File: config.mk
export PLATFORM = sky130hd
export DESIGN_NAME = lcd_content
export DESIGN_NICKNAME = d
export VERILOG_FILES = /design/src/rtl/lcd_content.sv
export SDC_FILE = /design/constraint.sdc
export NUM_CORES = 1
export LEC_CHECK = 0
export BUFFER_PORTS_ARGS = -buffer_cell sky130_fd_sc_hd__buf_2
export CAP_MARGIN = 20
export CELL_PAD_IN_SITES_DETAIL_PLACEMENT = 0
export CELL_PAD_IN_SITES_GLOBAL_PLACEMENT = 2
export CORE_AREA = 2 2 134 136
export DETAILED_ROUTE_END_ITERATION = 12
export DIE_AREA = 0 0 136 138
export PLACE_DENSITY_LB_ADDON = 0.1
export SLEW_MARGIN = 10
export SYNTH_ARGS = -nofsm -noshare
export SYNTH_HDL_FRONTEND = slang
export SYNTH_SLANG_ARGS = --single-unit
export TNS_END_PERCENT = 50
File: constraint.sdc
create_clock -name iCLK -period 5.1 [get_ports iCLK]
set_input_delay 0.51 -clock iCLK [delete_from_list [all_inputs] [get_ports iCLK]]
set_output_delay 0.51 -clock iCLK [all_outputs]
set_load 0.02 [all_outputs]
File: src/rtl/lcd_content.sv
// lcd_content: HD44780 write-only controller for the voting-machine display.
// Sends the init bytes once, then refreshes both 16-column lines forever,
// computing each character from the live inputs as it is sent.
module lcd_content #(
  parameter int EN_CYCLES  = 16,
  parameter int DLY_CYCLES = 262142
) (
  input  logic       iCLK,
  input  logic       iRST_N,
  input  logic [2:0] estado,
  input  logic [3:0] bcd1,
  input  logic [3:0] bcd2,
  input  logic [3:0] c1Dez,
  input  logic [3:0] c1Uni,
  input  logic [3:0] c2Dez,
  input  logic [3:0] c2Uni,
  input  logic [3:0] c3Dez,
  input  logic [3:0] c3Uni,
  input  logic [3:0] c4Dez,
  input  logic [3:0] c4Uni,
  input  logic [3:0] nDez,
  input  logic [3:0] nUni,
  input  logic [3:0] tDez,
  input  logic [3:0] tUni,
  input  logic [3:0] cadVencedr1,
  input  logic [3:0] cadVencedr2,
  inout  wire  [7:0] LCD_DATA,
  output logic       LCD_RW,
  output logic       LCD_EN,
  output logic       LCD_RS
);

  // Byte positions: 0-3 init, 4 line-1 address, 5-20 line 1,
  // 21 line-2 address, 22-37 line 2, then back to 4.
  localparam logic [5:0] POS_L1_CMD = 6'd4;
  localparam logic [5:0] POS_L1     = 6'd5;
  localparam logic [5:0] POS_L2_CMD = 6'd21;
  localparam logic [5:0] POS_L2     = 6'd22;
  localparam logic [5:0] POS_LAST   = 6'd37;

  localparam logic [31:0] EN_LAST  = 32'(EN_CYCLES - 1);
  localparam logic [31:0] DLY_LAST = 32'(DLY_CYCLES - 1);

  // PH_START: just out of reset, nothing presented yet.
  // PH_SETUP: byte on the bus with EN low (cycle 0).
  // PH_PULSE: EN high. PH_GAP: EN low, waiting for the LCD to finish.
  typedef enum logic [1:0] {PH_START, PH_SETUP, PH_PULSE, PH_GAP} phase_t;

  phase_t      stateQ, stateD;
  logic [31:0] cntQ, cntD;
  logic [5:0]  posQ, posD;
  logic [7:0]  dataQ, dataD;
  logic        rsQ, rsD;
  logic        enQ, enD;

  logic [5:0]   loadPos;
  logic         loadLine2;
  logic [3:0]   loadCol;
  logic [127:0] lineText;
  logic         aEn, bEn;
  logic [3:0]   aCol, bCol;
  logic [3:0]   aTens, aUnits, bTens, bUnits;
  logic [7:0]   charByte;
  logic [7:0]   loadByte;
  logic         loadRs;

  // Digits 0-9 become ASCII; anything else (including unknown) shows '-'.
  function automatic logic [7:0] digitChar(input logic [3:0] v);
    if (v <= 4'd9) digitChar = 8'h30 + {4'h0, v};
    else           digitChar = 8'h2D;
  endfunction

  // Work out which byte position is loaded next and where it lands on screen.
  always_comb begin
    loadPos = 6'd0;
    if (stateQ != PH_START) begin
      if (posQ == POS_LAST) loadPos = POS_L1_CMD;
      else                  loadPos = posQ + 6'd1;
    end
    loadLine2 = (loadPos >= POS_L2_CMD);
    if (loadLine2) loadCol = 4'(loadPos - POS_L2);
    else           loadCol = 4'(loadPos - POS_L1);
  end

  // Fixed screen text plus up to two two-digit fields per line.
  always_comb begin
    lineText = {16{8'h20}};
    aEn = 1'b0; aCol = 4'd0; aTens = 4'd0; aUnits = 4'd0;
    bEn = 1'b0; bCol = 4'd0; bTens = 4'd0; bUnits = 4'd0;
    case ({loadLine2, estado})
      4'b0_000: lineText = "URNA ELETRONICA ";
      4'b0_001: lineText = "DIGITE O VOTO   ";
      4'b0_010: lineText = "CONFIRMA VOTO?  ";
      4'b0_011: lineText = "VOTO CONFIRMADO ";
      4'b0_100: lineText = "APURACAO        ";
      4'b0_101: lineText = "VENCEDOR:       ";
      4'b0_110: begin
        lineText = "C10:   C13:     ";
        aEn = 1'b1; aCol = 4'd4;  aTens = c1Dez; aUnits = c1Uni;
        bEn = 1'b1; bCol = 4'd11; bTens = c2Dez; bUnits = c2Uni;
      end
      4'b0_111: begin
        lineText = "NULOS:          ";
        aEn = 1'b1; aCol = 4'd6; aTens = nDez; aUnits = nUni;
      end
      4'b1_000: lineText = "APERTE KEY0     ";
      4'b1_001,
      4'b1_010: begin
        lineText = "NUMERO:         ";
        aEn = 1'b1; aCol = 4'd8; aTens = bcd1; aUnits = bcd2;
      end
      4'b1_011: lineText = "OBRIGADO        ";
      4'b1_100: lineText = "APERTE KEY0     ";
      4'b1_101: begin
        lineText = "CANDIDATO       ";
        aEn = 1'b1; aCol = 4'd10; aTens = cadVencedr1; aUnits = cadVencedr2;
      end
      4'b1_110: begin
        lineText = "C17:   C51:     ";
        aEn = 1'b1; aCol = 4'd4;  aTens = c3Dez; aUnits = c3Uni;
        bEn = 1'b1; bCol = 4'd11; bTens = c4Dez; bUnits = c4Uni;
      end
      default: begin
        lineText = "TOTAL:          ";
        aEn = 1'b1; aCol = 4'd6; aTens = tDez; aUnits = tUni;
      end
    endcase
  end

  // Pick the character at the load column, overlaying any digit field.
  always_comb begin
    charByte = lineText[{~loadCol, 3'b000} +: 8];
    if (aEn && loadCol == aCol)         charByte = digitChar(aTens);
    if (aEn && loadCol == aCol + 4'd1)  charByte = digitChar(aUnits);
    if (bEn && loadCol == bCol)         charByte = digitChar(bTens);
    if (bEn && loadCol == bCol + 4'd1)  charByte = digitChar(bUnits);
  end

  // Command bytes at fixed positions, characters everywhere else.
  always_comb begin
    loadByte = charByte;
    loadRs   = 1'b1;
    case (loadPos)
      6'd0:       begin loadByte = 8'h38; loadRs = 1'b0; end
      6'd1:       begin loadByte = 8'h0C; loadRs = 1'b0; end
      6'd2:       begin loadByte = 8'h01; loadRs = 1'b0; end
      6'd3:       begin loadByte = 8'h06; loadRs = 1'b0; end
      POS_L1_CMD: begin loadByte = 8'h80; loadRs = 1'b0; end
      POS_L2_CMD: begin loadByte = 8'hC0; loadRs = 1'b0; end
      default:    ;
    endcase
  end

  // Per-byte timing: present, strobe EN, wait out the gap, load the next byte.
  always_comb begin
    stateD = stateQ;
    cntD   = cntQ;
    posD   = posQ;
    dataD  = dataQ;
    rsD    = rsQ;
    enD    = enQ;
    case (stateQ)
      PH_START: begin
        posD   = loadPos;
        dataD  = loadByte;
        rsD    = loadRs;
        enD    = 1'b0;
        stateD = PH_SETUP;
      end
      PH_SETUP: begin
        enD    = 1'b1;
        cntD   = 32'd0;
        stateD = PH_PULSE;
      end
      PH_PULSE: begin
        if (cntQ == EN_LAST) begin
          enD    = 1'b0;
          cntD   = 32'd0;
          stateD = PH_GAP;
        end else begin
          cntD = cntQ + 32'd1;
        end
      end
      default: begin
        if (cntQ == DLY_LAST) begin
          posD   = loadPos;
          dataD  = loadByte;
          rsD    = loadRs;
          cntD   = 32'd0;
          stateD = PH_SETUP;
        end else begin
          cntD = cntQ + 32'd1;
        end
      end
    endcase
  end

  // State and output registers; reset drops the bus and restarts from init.
  always_ff @(posedge iCLK or negedge iRST_N) begin
    if (!iRST_N) begin
      stateQ <= PH_START;
      cntQ   <= 32'd0;
      posQ   <= 6'd0;
      dataQ  <= 8'h00;
      rsQ    <= 1'b0;
      enQ    <= 1'b0;
    end else begin
      stateQ <= stateD;
      cntQ   <= cntD;
      posQ   <= posD;
      dataQ  <= dataD;
      rsQ    <= rsD;
      enQ    <= enD;
    end
  end

  assign LCD_DATA = dataQ;
  assign LCD_RW   = 1'b0;
  assign LCD_EN   = enQ;
  assign LCD_RS   = rsQ;

endmodule

==> flow_summary.json <==
{
  "vias_per_cell": 6.22,
  "layout_setup_ws_ps": 473,
  "async_reset_ff_share_pct": 100,
  "hold_violations": 0,
  "intPower_mw": 0.649,
  "crit_chain": "inv_1 -> ha_1 -> buf_4 -> o21bai_1 -> a31o_1 -> inv_1 -> ha_1 -> and3_1 -> a221o_1 -> or3_1 -> nor4_4 -> o211ai_1 -> o211ai_1 -> a211o_1 -> o211ai_2",
  "hpwl_mm": 16.8,
  "num_rows": 49,
  "end_kind": "register",
  "period_needed_ps": 4630,
  "globalplace.congestion": 0.951,
  "clkPwrFrac_pct": 39.0,
  "initial_core_util_pct": 33.0,
  "cts_tree": "yes",
  "drive_above_1_share_pct": 17.7,
  "die_h_um": 138,
  "numCtsBuffers": 5,
  "area_delta_synth_final_pct": 12.9,
  "clockBufferDepth": 2,
  "post-place-ws_ps": 503,
  "cts_sinks": 50,
  "worst_pin_slew_ps": 908,
  "critPathTopFamily": "compound AO/OA/AOI/OAI gates",
  "syn_area_mm2": 0.00579,
  "fp.dieW_um": 136,
  "power.switching_mw": 0.281,
  "max_freq_mhz": 216,
  "finalClockSkew_ps": 7.45,
  "period_share_pct": 90.7,
  "fin_nets": 914,
  "synth_warnings": 0,
  "final_antenna_net_count": 0,
  "pwr_density_cell_mw_per_mm2": 142,
  "ir_drop_mv": 0.119,
  "via_count": 6586,
  "grt_use_total_pct": 23.9,
  "slew_violations": 0,
  "synth_edf_count": 0,
  "clkLatencyLatePin_ps": 300,
  "slowest_delay_ps": 620,
  "cp-start-kind": "register",
  "post-route-drc-count": 0,
  "synth_cell_types": 86,
  "crit_fanout": 19,
  "drv_cap": 0,
  "core_mm2": 0.0175,
  "grt_pass1_vias": 6348,
  "synth_area_per_cell_um2": 7.36,
  "grt_overflow_total": 0,
  "grt_pass1_wl_mm": 35.8,
  "tns_ps": 0,
  "dr.pass1.iters": 5,
  "utilization_pct": 37.3,
  "wire_per_inst_um": 21.6,
  "max-slew-margin-rel_pct": 39.4,
  "setup_viol": 0,
  "worstPathArrival_ps": 4800,
  "initialDrtViolationCount": 725,
  "final_cell_mix": "nor2_1, buf_2, nand2_1",
  "critPathBufInv": 3,
  "hold_buffers": 0,
  "p_sw_share_pct": 30.2,
  "port_buffers": 70,
  "p_leak_nw": 2.75,
  "post_cts_resized": 0,
  "syn-num-nets": 871,
  "pwr-share-seq_pct": 42.6,
  "antenna_found_initial": 0,
  "critPathKind": "register to register",
  "holdCritPathClass": "input port to register",
  "cts.clk_slew.worst_paths_ps": 80,
  "cp.required_ps": 5270,
  "status": "finished clean",
  "combPwrFrac_pct": 18.4,
  "grt_max_degree": 51,
  "antenna_cells": 0,
  "layout.cells.most_common": "nor2_1",
  "ys_seq_area_share_pct": 21.6,
  "cts_htree_levels": 2,
  "root_buffer": "clkbuf_16",
  "ys_seq_elements": 50,
  "yosys_most_used_dff": "dfrtp_1",
  "io_pins": 80,
  "wl_mm": 22.9,
  "die_area_mm2": 0.0188,
  "rsz0062_at_grt": "no",
  "synthCells": 786,
  "slowest_stage": "nor4_4",
  "postCtsSetupBuffers": 0
}
## through the flow
| step | hold slack [ps] | area (um^2) | total power [mW] | std cells |
|---|---|---|---|---|
| 2_1_floorplan | 214 | 5790 | 0.500 | 786 |
| 3_3_place_gp | 459 | 6380 | 0.576 | 1051 |
| 3_5_place_dp | 470 | 6380 | 0.571 | 1051 |
| 4_1_cts | 322 | 6540 | 0.942 | 1059 |
| 5_1_grt | 352 | 6540 | 0.970 | 1059 |
| 6_report | 324 | 6540 | 0.930 | 1059 |
## layout make-up
type / count / area, um^2
inverters: 17 / 63.8
well taps: 229 / 287
clock buffers: 5 / 125
multi-input cells: 654 / 4180
repair buffers: 101 / 596
clock inverters: 3 / 28.8
fillers: 1900 / 11000
flip-flops and latches: 50 / 1250
## per-layer routing
layer | up-vias | wire length [um] | part of all wire (%) | track usage [%]
met1 | 3147 | 9580 | 42 | 32.3
met2 | 317 | 10800 | 47 | 38.1
li1 | 3047 | - | - | -
met4 | 0 | 840 | 3.7 | 9.10
met5 | - | 0 | 0 | 0
met3 | 75 | 1720 | 7.5 | 3.89
## synthesized netlist by cell type (5+ instances only)
cell,count,area [um^2]
nor2b_1,9,56.3
a211oi_1,10,75.1
buf_1,8,30.0
nor2_1,82,308
ha_1,16,200
nand3_1,30,150
xor2_1,22,193
nor3_1,29,145
or4_1,5,37.5
a221o_1,6,60.1
dfrtp_1,50,1250
o21ai_0,55,275
or3_1,7,43.8
a221oi_1,7,61.3
nand4_1,13,81.3
mux2_2,6,67.6
o211ai_1,10,75.1
nor4_1,11,68.8
o21ai_1,7,35.0
inv_1,17,63.8
clkbuf_1,38,143
and3_1,16,100
nand2_1,68,255
o221ai_1,5,43.8
mux2i_1,13,130
o22ai_1,17,106
o32ai_1,5,43.8
buf_2,13,65.1
xnor2_1,16,140
nand2b_1,12,75.1
a22oi_1,8,60.1
o31ai_1,5,37.5
a31oi_1,18,113
a21oi_1,62,310
## path summary, 6_finish.rpt
| kind | from | endpoint | slack, ps | depth (start not counted) |
|---|---|---|---|---|
| setup / recovery | stateQ[1] | LCD_DATA[2] | 470 | 15 |
| max in group asynchronous | iRST_N | cntQ[12] | 4300 | 2 |
| hold / removal | LCD_DATA[7] | LCD_DATA[7] | 320 | 2 |
| min in group asynchronous | iRST_N | LCD_RS | 330 | 2 |
| setup reg to reg | stateQ[1] | LCD_DATA[2] | 470 | 15 |
| hold reg to reg | LCD_RS | LCD_RS | 480 | 1 |
## power groups by stage
stage                     Clock [mW]  Sequential [mW]  Combinational, mW
after floorplan                    0            0.404             0.0953
after global placement             0            0.404              0.171
after detailed placement           0            0.404              0.167
after CTS                      0.377            0.396              0.168
after global routing           0.389            0.396              0.184
final                          0.362            0.396              0.171
## flip-flops by register name (all words and copies together) (netlist names)
name      cells
LCD_DATA      8
LCD_EN        1
LCD_RS        1
cntQ         32
posQ          6
stateQ        2
## worst reg2reg max path, cell delays in order, from the launching register on
cell,delay (ps)
dfrtp_1,420
inv_1,110
ha_1,260
buf_4,260
o21bai_1,150
a31o_1,400
inv_1,180
ha_1,350
and3_1,190
a221o_1,360
or3_1,600
nor4_4,620
o211ai_1,190
o211ai_1,150
a211o_1,170
o211ai_2,90
## cells by family (layout without fill, tap and decap cells)
family,count (synthesis),count (layout),synth area share [%]
AO/OA/AOI/OAI,271,271,31.9
XOR/XNOR,39,39,6.03
AND/OR/NAND/NOR,308,308,27.3
multiplexers,19,19,3.42
adder cells (fa/ha/maj),16,16,3.46
other,1,1,0.0648
buffers and inverters,82,126,6.18
flip-flops,50,50,21.6
(Power assumes the default switching activity.)
